<file path="src/rtl/memory_access_if.sv">
// Data-bus interface between the MEM stage (master) and the data memory (slave).
interface memory_access_if;
    logic        dreq_valid;
    logic [63:0] dreq_addr;
    logic [2:0]  dreq_size;
    logic [7:0]  dreq_strobe;
    logic [63:0] dreq_data;
    logic        dresp_data_ok;
    logic [63:0] dresp_data;

    modport master (
        output dreq_valid, dreq_addr, dreq_size, dreq_strobe, dreq_data,
        input  dresp_data_ok, dresp_data
    );

    modport slave (
        input  dreq_valid, dreq_addr, dreq_size, dreq_strobe, dreq_data,
        output dresp_data_ok, dresp_data
    );
endinterface

</file>
<file path="src/rtl/memory_access.sv">
// MEM pipeline stage: issues load/store requests on the data bus, stalls while one is
// outstanding, aligns/extends load data and registers the writeback bundle.
// Optional MEM_MISALIGN_CHECK_EN: misaligned memops are trapped instead of issued.
module memory_access (
    input  logic            clk,
    input  logic            resetn,
    input  logic            data_e_valid,
    input  logic [63:0]     data_e_pc,
    input  logic [31:0]     data_e_raw_instr,
    input  logic [63:0]     data_e_alu_out,
    input  logic [63:0]     data_e_mem_write_data,
    input  logic            data_e_memread,
    input  logic            data_e_memwrite,
    input  logic            data_e_mem_unsigned,
    input  logic [1:0]      data_e_mem_size,
    input  logic [4:0]      data_e_dst,
    output logic            stall_m,
    memory_access_if.master dbus,
    output logic            data_m_valid,
    output logic [63:0]     data_m_pc,
    output logic [31:0]     data_m_raw_instr,
    output logic            data_m_memread,
    output logic            data_m_memwrite,
    output logic            data_m_mem_unsigned,
    output logic [1:0]      data_m_mem_size,
    output logic [4:0]      data_m_dst,
    output logic [63:0]     data_m_result
`ifdef MEM_MISALIGN_CHECK_EN
    ,
    output logic            data_m_misalign
`endif
);

    typedef enum logic [0:0] {StIdle, StBusy} state_e;

    state_e      state_q, state_d;
    logic        is_mem, misaligned, mis_op, issue;
    logic [2:0]  lane;
    logic [7:0]  strobe_base, strobe_d;
    logic [63:0] wdata_d;
    logic [63:0] load_word, load_ext;

    logic [63:0] req_addr_q;
    logic [1:0]  req_size_q;
    logic [7:0]  req_strobe_q;
    logic [63:0] req_data_q;

    assign is_mem = data_e_valid & (data_e_memread | data_e_memwrite);
    assign lane   = data_e_alu_out[2:0];

`ifdef MEM_MISALIGN_CHECK_EN
    always_comb begin
        misaligned = 1'b0;
        unique case (data_e_mem_size)
            2'd0: misaligned = 1'b0;
            2'd1: misaligned = data_e_alu_out[0];
            2'd2: misaligned = |data_e_alu_out[1:0];
            2'd3: misaligned = |data_e_alu_out[2:0];
        endcase
    end
`else
    assign misaligned = 1'b0;
`endif

    assign mis_op = is_mem & misaligned;
    assign issue  = is_mem & ~misaligned;

    // Lane math wraps within the 64-bit word; anything shifted past the top is dropped.
    always_comb begin
        strobe_base = 8'h01;
        unique case (data_e_mem_size)
            2'd0: strobe_base = 8'h01;
            2'd1: strobe_base = 8'h03;
            2'd2: strobe_base = 8'h0F;
            2'd3: strobe_base = 8'hFF;
        endcase
        strobe_d = data_e_memwrite ? (strobe_base << lane) : 8'h00;
        wdata_d  = data_e_memwrite ? (data_e_mem_write_data << {lane, 3'b000}) : 64'd0;
    end

    always_comb begin
        load_word = dbus.dresp_data >> {req_addr_q[2:0], 3'b000};
        load_ext  = load_word;
        unique case (req_size_q)
            2'd0: load_ext = data_e_mem_unsigned ? {56'd0, load_word[7:0]}
                                                 : {{56{load_word[7]}}, load_word[7:0]};
            2'd1: load_ext = data_e_mem_unsigned ? {48'd0, load_word[15:0]}
                                                 : {{48{load_word[15]}}, load_word[15:0]};
            2'd2: load_ext = data_e_mem_unsigned ? {32'd0, load_word[31:0]}
                                                 : {{32{load_word[31]}}, load_word[31:0]};
            2'd3: load_ext = load_word;
        endcase
    end

    always_ff @(posedge clk) begin
        if (!resetn) begin
            state_q <= StIdle;
        end else begin
            state_q <= state_d;
        end
    end

    always_comb begin
        state_d = state_q;
        unique case (state_q)
            StIdle: if (issue) state_d = StBusy;
            StBusy: if (dbus.dresp_data_ok) state_d = StIdle;
        endcase
    end

    always_comb begin
        dbus.dreq_valid = 1'b0;
        stall_m         = 1'b0;
        unique case (state_q)
            StIdle: stall_m = issue;
            StBusy: begin
                dbus.dreq_valid = 1'b1;
                stall_m         = ~dbus.dresp_data_ok;
            end
        endcase
    end

    assign dbus.dreq_addr   = req_addr_q;
    assign dbus.dreq_size   = {1'b0, req_size_q};
    assign dbus.dreq_strobe = req_strobe_q;
    assign dbus.dreq_data   = req_data_q;

    // Request registers stay frozen for the whole BUSY phase.
    always_ff @(posedge clk) begin
        if (!resetn) begin
            req_addr_q   <= 64'd0;
            req_size_q   <= 2'd0;
            req_strobe_q <= 8'h00;
            req_data_q   <= 64'd0;
        end else if (state_q == StIdle && issue) begin
            req_addr_q   <= data_e_alu_out;
            req_size_q   <= data_e_mem_size;
            req_strobe_q <= strobe_d;
            req_data_q   <= wdata_d;
        end
    end

    logic misalign_q;

    always_ff @(posedge clk) begin
        if (!resetn) begin
            data_m_valid        <= 1'b0;
            data_m_pc           <= 64'd0;
            data_m_raw_instr    <= 32'd0;
            data_m_memread      <= 1'b0;
            data_m_memwrite     <= 1'b0;
            data_m_mem_unsigned <= 1'b0;
            data_m_mem_size     <= 2'd0;
            data_m_dst          <= 5'd0;
            data_m_result       <= 64'd0;
            misalign_q          <= 1'b0;
        end else begin
            unique case (state_q)
                StIdle: begin
                    if (issue) begin
                        data_m_valid <= 1'b0;
                    end else begin
                        data_m_valid        <= data_e_valid;
                        data_m_pc           <= data_e_pc;
                        data_m_raw_instr    <= data_e_raw_instr;
                        data_m_memread      <= data_e_memread;
                        data_m_memwrite     <= data_e_memwrite;
                        data_m_mem_unsigned <= data_e_mem_unsigned;
                        data_m_mem_size     <= data_e_mem_size;
                        data_m_dst          <= data_e_dst;
                        // A trapped memop reports its address, which is alu_out anyway.
                        data_m_result       <= data_e_alu_out;
                        misalign_q          <= mis_op;
                    end
                end
                StBusy: begin
                    if (dbus.dresp_data_ok) begin
                        data_m_valid        <= 1'b1;
                        data_m_pc           <= data_e_pc;
                        data_m_raw_instr    <= data_e_raw_instr;
                        data_m_memread      <= data_e_memread;
                        data_m_memwrite     <= data_e_memwrite;
                        data_m_mem_unsigned <= data_e_mem_unsigned;
                        data_m_mem_size     <= data_e_mem_size;
                        data_m_dst          <= data_e_dst;
                        data_m_result       <= data_e_memread ? load_ext : 64'd0;
                        misalign_q          <= 1'b0;
                    end else begin
                        data_m_valid <= 1'b0;
                    end
                end
            endcase
        end
    end

`ifdef MEM_MISALIGN_CHECK_EN
    assign data_m_misalign = misalign_q;
`else
    logic unused_misalign;
    assign unused_misalign = misalign_q;
`endif

endmodule
</file>
<file path="src/flat_wrapper.sv">
// flat-port wrapper written by rule: the top's interface ports become plain ports
module memory_access_flat 
  (clk, resetn, data_e_valid, data_e_pc, data_e_raw_instr, data_e_alu_out, data_e_mem_write_data, data_e_memread, data_e_memwrite, data_e_mem_unsigned, data_e_mem_size, data_e_dst, stall_m, data_m_valid, data_m_pc, data_m_raw_instr, data_m_memread, data_m_memwrite, data_m_mem_unsigned, data_m_mem_size, data_m_dst, data_m_result, dbus_dreq_valid, dbus_dreq_addr, dbus_dreq_size, dbus_dreq_strobe, dbus_dreq_data, dbus_dresp_data_ok, dbus_dresp_data);
  memory_access_if dbus_i ();
  input  logic clk;
  input  logic resetn;
  input  logic data_e_valid;
  input  logic [63:0] data_e_pc;
  input  logic [31:0] data_e_raw_instr;
  input  logic [63:0] data_e_alu_out;
  input  logic [63:0] data_e_mem_write_data;
  input  logic data_e_memread;
  input  logic data_e_memwrite;
  input  logic data_e_mem_unsigned;
  input  logic [1:0] data_e_mem_size;
  input  logic [4:0] data_e_dst;
  output logic stall_m;
  output logic data_m_valid;
  output logic [63:0] data_m_pc;
  output logic [31:0] data_m_raw_instr;
  output logic data_m_memread;
  output logic data_m_memwrite;
  output logic data_m_mem_unsigned;
  output logic [1:0] data_m_mem_size;
  output logic [4:0] data_m_dst;
  output logic [63:0] data_m_result;
  output wire logic [$bits(dbus_i.dreq_valid)-1:0] dbus_dreq_valid;
  output wire logic [$bits(dbus_i.dreq_addr)-1:0] dbus_dreq_addr;
  output wire logic [$bits(dbus_i.dreq_size)-1:0] dbus_dreq_size;
  output wire logic [$bits(dbus_i.dreq_strobe)-1:0] dbus_dreq_strobe;
  output wire logic [$bits(dbus_i.dreq_data)-1:0] dbus_dreq_data;
  input wire logic [$bits(dbus_i.dresp_data_ok)-1:0] dbus_dresp_data_ok;
  input wire logic [$bits(dbus_i.dresp_data)-1:0] dbus_dresp_data;
  assign dbus_dreq_valid = dbus_i.dreq_valid;
  assign dbus_dreq_addr = dbus_i.dreq_addr;
  assign dbus_dreq_size = dbus_i.dreq_size;
  assign dbus_dreq_strobe = dbus_i.dreq_strobe;
  assign dbus_dreq_data = dbus_i.dreq_data;
  assign dbus_i.dresp_data_ok = dbus_dresp_data_ok;
  assign dbus_i.dresp_data = dbus_dresp_data;
  memory_access u_core (.clk(clk), .resetn(resetn), .data_e_valid(data_e_valid), .data_e_pc(data_e_pc), .data_e_raw_instr(data_e_raw_instr), .data_e_alu_out(data_e_alu_out), .data_e_mem_write_data(data_e_mem_write_data), .data_e_memread(data_e_memread), .data_e_memwrite(data_e_memwrite), .data_e_mem_unsigned(data_e_mem_unsigned), .data_e_mem_size(data_e_mem_size), .data_e_dst(data_e_dst), .stall_m(stall_m), .dbus(dbus_i), .data_m_valid(data_m_valid), .data_m_pc(data_m_pc), .data_m_raw_instr(data_m_raw_instr), .data_m_memread(data_m_memread), .data_m_memwrite(data_m_memwrite), .data_m_mem_unsigned(data_m_mem_unsigned), .data_m_mem_size(data_m_mem_size), .data_m_dst(data_m_dst), .data_m_result(data_m_result));
endmodule
</file>
<file path="config.mk">
export PLATFORM = sky130hd
export DESIGN_NAME = memory_access_flat
export DESIGN_NICKNAME = d
export VERILOG_FILES = /design/src/rtl/memory_access_if.sv /design/src/rtl/memory_access.sv /design/src/flat_wrapper.sv
export SDC_FILE = /design/constraint.sdc
export NUM_CORES = 1
export LEC_CHECK = 0
export ABC_AREA = 1
export CORE_AREA = 3 3 236 238
export CTS_CLUSTER_DIAMETER = 50
export CTS_CLUSTER_SIZE = 12
export DETAILED_ROUTE_END_ITERATION = 7
export DIE_AREA = 0 0 239 241
export HOLD_SLACK_MARGIN = 0.1
export SLEW_MARGIN = 20
export SYNTH_ARGS = -nofsm -noshare
export SYNTH_HDL_FRONTEND = slang
export SYNTH_SLANG_ARGS = --single-unit
</file>
<file path="constraint.sdc">
create_clock -name clk -period 2.35 [get_ports clk]
set_clock_uncertainty 0.2 [all_clocks]
set_input_delay 0.5875 -clock clk [delete_from_list [all_inputs] [get_ports clk]]
set_output_delay 0.5875 -clock clk [all_outputs]
set_load 0.02 [all_outputs]
</file>
# Word level (Yosys, flattened, before mapping)
# Index checks and enable logic that the tools add are counted.
dict set report word_totals {
  output_inout_bits 312
  word_cells 73
  ff_bits 310
  input_bits 302
}
dict set report op_classes {
  reduce_logical 4
  n_eq_ne 8
  shift 3
  bitwise_logic 4
  muxes 40
}
# op count
set op_table {}
lappend op_table {{$mux W64} 9}
lappend op_table {{$pmux W64 S2} 2}
lappend op_table {{$pmux W64 S4} 1}
lappend op_table {{$mux W32} 2}
lappend op_table {{$pmux W32 S2} 1}
lappend op_table {{$shl A64 B6 Y64} 1}
lappend op_table {{$shr A64 B6 Y64} 1}
lappend op_table {{$pmux W8 S4} 1}
lappend op_table {{$pmux W1 S2} 6}
lappend op_table {{$mux W1} 11}
lappend op_table {{$mux W5} 2}
lappend op_table {{$pmux W5 S2} 1}
lappend op_table {{$eq A2 B2 Y1 const B} 4}
lappend op_table {{$mux W8} 1}
lappend op_table {{$shl A8 B3 Y8} 1}
lappend op_table {{$eq A2 B1 Y1 const B} 2}
lappend op_table {{$logic_not A2 Y1} 2}
lappend op_table {{$mux W2} 2}
lappend op_table {{$ne A2 B2 Y1 const B} 2}
lappend op_table {{$pmux W2 S2} 1}
lappend op_table {{$not A1 Y1} 2}
lappend op_table {{$reduce_and A2 Y1} 1}
lappend op_table {{$and A1 B1 Y1} 1}
lappend op_table {{$logic_and A1 B1 Y1} 1}
lappend op_table {{$or A1 B1 Y1} 1}

# Longest topological paths before layout
dict set report logic_depth {
  depth_word 6
  ltp_mapped 11
}

# Worst setup path before layout
# No wires, ideal clock.
dict set report synth_timing {
  path_kind {in2out}
  startpoint {input dbus_dresp_data_ok}
  endpoint {output stall_m}
  n_path_buf 2
  arrival_time_ns 1.413
  required_ns 1.562
  path_stages 4
  path_slack_ns 0.150
  cell_sequence {or2_2 -> nand2_4 -> buf_2 -> buf_2}
}
dict set report synth_via {
  elab_chain_len 2
}
# item line_no
set synth_lines {}
lappend synth_lines {{start, declared} flat_wrapper.sv:32} ;# input wire logic [$bits(dbus_i.dresp_data_ok)-1:0] dbus_dresp_data_ok;
lappend synth_lines {{$not A1 Y1} memory_access.sv:118} ;# stall_m = ~dbus.dresp_data_ok;
lappend synth_lines {{$pmux W1 S2} memory_access.sv:114} ;# unique case (state_q)
lappend synth_lines {{end, declared} flat_wrapper.sv:17} ;# output logic stall_m;
# No other way between the ends.

# Worst setup path after layout
dict set report layout_timing {
  startpoint {register u_core.req_addr_q[20], in the netlist u_core.dbus.dreq_addr[20]}
  endpoint {output dbus_dreq_addr[20]}
}
# item line_no
set layout_lines {}
lappend layout_lines {{start, declared} memory_access.sv:43} ;# logic [63:0] req_addr_q;
lappend layout_lines {{start signal, assigned} memory_access.sv:136} ;# req_addr_q <= data_e_alu_out;
lappend layout_lines {{end, declared} flat_wrapper.sv:28} ;# output wire logic [$bits(dbus_i.dreq_addr)-1:0] dbus_dreq_addr;
# No word-level cell between the ends.

==> impl_metrics.py <==
metrics = {
    "grt": {
        "grt_first_pass_wirelength_microns": 107000,
        "grt_use_met3_pct": 5.60,
        "grt_overflow_total": 0,
        "met1_usage_pct": 31.5,
        "grt_max_degree": 98,
        "grt_pass1_vias": 16900,
        "top_usage_layer": "met2",
        "antenna_found_initial": 8,
        "use_met2_pct": 39.3,
        "grt_usage_pct": 24.1,
    },
    "clock_tree": {
        "clock_sinks": 310,
        "cts_max_path_buffers": 3,
        "path_clk_slew_ns": 0.06,
        "clkLatencyLatePin_ns": 0.57,
        "root_buffer": "clkbuf_16",
        "tritoncts": "done",
        "cts-hold-fix-buffers": 0,
        "cts_inserted_buffers": 43,
        "cts.htree.levels": 2,
    },
    "logic_synthesis": {
        "syn_area_per_cell_sq_um": 6.64,
        "synth_top_family_by_area": "simple AND/OR/NAND/NOR gates",
        "ys_seq_area_share_pct": 41.3,
        "netlist_area_sq_um": 15000,
        "synth_cell_types": 40,
        "yosysWarnings": 0,
        "ys_ff_latch": 310,
        "synth_compound_area_share_pct": 18.8,
        "yosys.area_share.simple_pct": 31.6,
        "synth_adder_area_share_pct": 0,
        "synth-xor-area-share_pct": 0,
        "synth_nets": 2565,
        "muxShareOfSynthArea_pct": 0.866,
        "postSynthCellCount": 2263,
    },
    "sta": {
        "finalCritPeriodShare_pct": 98.3,
        "fin_hold_ws_ns": 0.260,
        "worst_slew_margin_rel_pct": 49.9,
        "final_hold_viol_count": 0,
        "setup_violations": 0,
        "final.setup.tns_ns": 0,
        "rsz0062_at_grt": "false",
        "fmax_mhz": 433,
        "tightest_slew_ns": 0.752,
        "timing.final.max_slew_violations": 0,
        "fin_crit_ns": 2.31,
    },
    "route": {
        "ant_nets": 0,
        "first_pass_iters": 5,
        "drc": 0,
        "vias": 17900,
        "drt-initial-drc-count": 1607,
        "routed_via_density": 5.00,
        "wl_microns": 73900,
        "post_drt_wl_per_cell_microns": 20.7,
    },
    "setup_path": {
        "critical_path.top_delay_family": "buffers and inverters",
        "crit_buf_inv": 1,
        "max_stage_delay_ns": 0.61,
        "rrSetupSlack_ns": 0.21,
        "cp.required_ns": 1.56,
        "end_kind": "output port",
        "worstPathMaxFanout": 2,
        "path_class": "reg2out",
        "crit_arrival_ns": 1.52,
        "crit_slowest_cell": "clkdlybuf4s50_1",
        "path_cells": "clkdlybuf4s50_1",
        "crit_path_start_kind": "register",
    },
    "floorplan": {
        "core-area_sq_um": 53800,
        "ioPinCount": 614,
        "die_area_sq_um": 57600,
        "die_y_microns": 241,
        "die_x_microns": 239,
        "num_rows": 85,
        "start_util_pct": 27.9,
    },
    "pwr": {
        "irDropWorstVdd_mv": 0.519,
        "switching_power_uw": 5490,
        "p_sw_share_pct": 32.4,
        "internal_power_uw": 11500,
        "power_frac_comb_pct": 25.5,
        "pwr-share-seq_pct": 35.0,
        "powerDensity_nw_per_um2": 715,
        "clock_power_share_pct": 39.5,
        "leakage_uw": 0.0112,
    },
    "final_layout": {
        "multi_input_area_sq_um": 7730,
        "fill_cells": 5546,
        "final_cell_area_sq_um": 23700,
        "regArea_sq_um": 6210,
        "syn_to_final_growth_pct": 57.8,
        "final_util_pct": 44.0,
        "fin_cells": 3579,
        "post_route_cells_drive_above_1_share_pct": 8.09,
        "num-nets-final": 3149,
    },
    "worst_hold_path": {
        "hold_class": "reg2reg",
    },
    "run_status": {
        "status": "completed",
    },
    "flow_run": {
        "maxCapViolCount": 0,
    },
    "place": {
        "port_buffers": 612,
        "place_area_sq_um": 22300,
        "placedCellCount": 3498,
        "gp_congestion": 0.938,
        "dp.final_hpwl_microns": 56500,
    },
}
-- power by group through the flow --
stage / combinational (uW) / sequential [uW] / clock [uW]
floorplan: 1630 / 6540 / 0
global placement: 4470 / 6030 / 0
detailed placement: 4480 / 6050 / 0
CTS: 4330 / 5930 / 6870
global route: 4670 / 5970 / 7090
finish: 4320 / 5930 / 6690
-- sequential cells by signal, indices dropped and copies added, names as in the netlist --
signal and count:
u_core.dbus.dreq_strobe 8, u_core.dbus.dreq_addr 64, u_core.data_m_mem_unsigned 1, u_core.req_size_q 2, u_core.dbus.dreq_data 64, u_core.state_q 1
u_core.data_m_memread 1, u_core.data_m_dst 5, u_core.data_m_raw_instr 32, u_core.data_m_result 64, u_core.data_m_pc 64, u_core.data_m_memwrite 1
u_core.data_m_valid 1, u_core.data_m_mem_size 2
-- layer usage --
metal / part of all wire (%) / wire (microns)
met5: 0.043 / 32
met4: 3.3 / 2410
met3: 7.9 / 5850
met2: 46 / 34100
met1: 43 / 31600
-- final timing paths --
path | start | to | depth (start not counted)
max | u_core.dbus.dreq_addr[20]$_SDFFE_PN0P_ | dbus_dreq_addr[20] | 1
min | u_core.dbus.dreq_data[11]$_SDFFE_PN0P_ | u_core.dbus.dreq_data[11]$_SDFFE_PN0P_ | 2
max reg2reg | u_core.dbus.dreq_addr[0]$_SDFFE_PN0P_ | u_core.data_m_result[27]$_SDFFE_PN0P_ | 9
min reg2reg | u_core.dbus.dreq_data[11]$_SDFFE_PN0P_ | u_core.dbus.dreq_data[11]$_SDFFE_PN0P_ | 2
-- timing repair --
item	4_1_cts	5_1_grt
pin swaps	2	1
resized for setup	202	58
setup endpoints to repair	190	59
buffers inserted	0	0
gates cloned	0	0
-- worst reg2reg max path, stage by stage (launching register included) --
cell and delay [ns]:
dfxtp_2 0.34, inv_2 0.28, buf_12 0.30, nand2_1 0.09, and2_0 0.18, o21ai_0 0.31
o21ai_0 0.14, nand2_1 0.07, nand2_1 0.05, a21oi_1 0.14
-- synth_stat cells --
master,n,area share [%]
inv_4,1,0.042
or2_1,1,0.042
a2bb2oi_1,3,0.17
buf_1,7,0.17
a31oi_1,10,0.42
o211ai_1,20,1.0
o21ai_1,13,0.43
nand3b_1,11,0.55
nor2_1,367,9.2
clkbuf_1,89,2.2
nand2_4,1,0.075
inv_2,8,0.20
nand2_2,2,0.083
a22oi_1,2,0.10
mux2i_1,13,0.87
o21ai_0,287,9.6
a21oi_2,1,0.058
buf_6,10,0.75
o22ai_1,3,0.12
nand2_1,538,13
conb_1,1,0.025
a21oi_1,198,6.6
a32oi_1,3,0.17
nor2_4,1,0.075
a211oi_2,1,0.083
and2_1,2,0.083
nand4_1,9,0.37
nand3_2,3,0.20
buf_2,69,2.3
inv_1,45,1.1
nor3_2,1,0.067
nor2_2,1,0.042
or2_2,15,0.62
a211oi_1,1,0.050
nand3_1,200,6.7
dfxtp_1,310,41
clkinv_1,2,0.050
nor3_1,2,0.067
and2_0,1,0.042
buf_4,11,0.55
-- per-stage QoR --
stage	power, uW	worst slack [ns]
6_report	16900	0.0391
4_1_cts	17100	0.000153
2_1_floorplan	8170	0.150
5_1_grt	17700	0.000462
3_5_place_dp	10500	-0.585
3_3_place_gp	10500	-0.608
-- cell usage in the layout, fill, tap and decap left out, drive strengths merged, types with 16 or more instances in the layout --
master and count:
o21ai 300, or2 16, dfxtp 310, nand2 541
nand3 203, dlygate4sd2 190, buf 117, a21oi 199
dlymetal6s2s 56, clkbuf 51, nor2 369, clkdlybuf4s50 362
inv 65, o211ai 20
-- kinds of logic (layout without fill, tap and decap cells) --
| logic type | after synthesis | after routing |
|---|---|---|
| other | 1 | 5 |
| and+or+nand+nor | 1155 | 1155 |
| AOI/OAI and AO/OA | 542 | 542 |
| DFF | 310 | 310 |
| buffers and inverters | 242 | 858 |
| muxes | 13 | 13 |
-- cell type report --
class	instances	area share, %
clock inverter	26	1.39
clock buffer	51	4.84
antenna	4	0.0422
sequential	310	26.2
multi-input combinational	1711	32.6
tap	696	3.67
inverter	56	0.919
timing repair buffer	725	30.3
No activity file was read; power rests on OpenSTA's default activity.
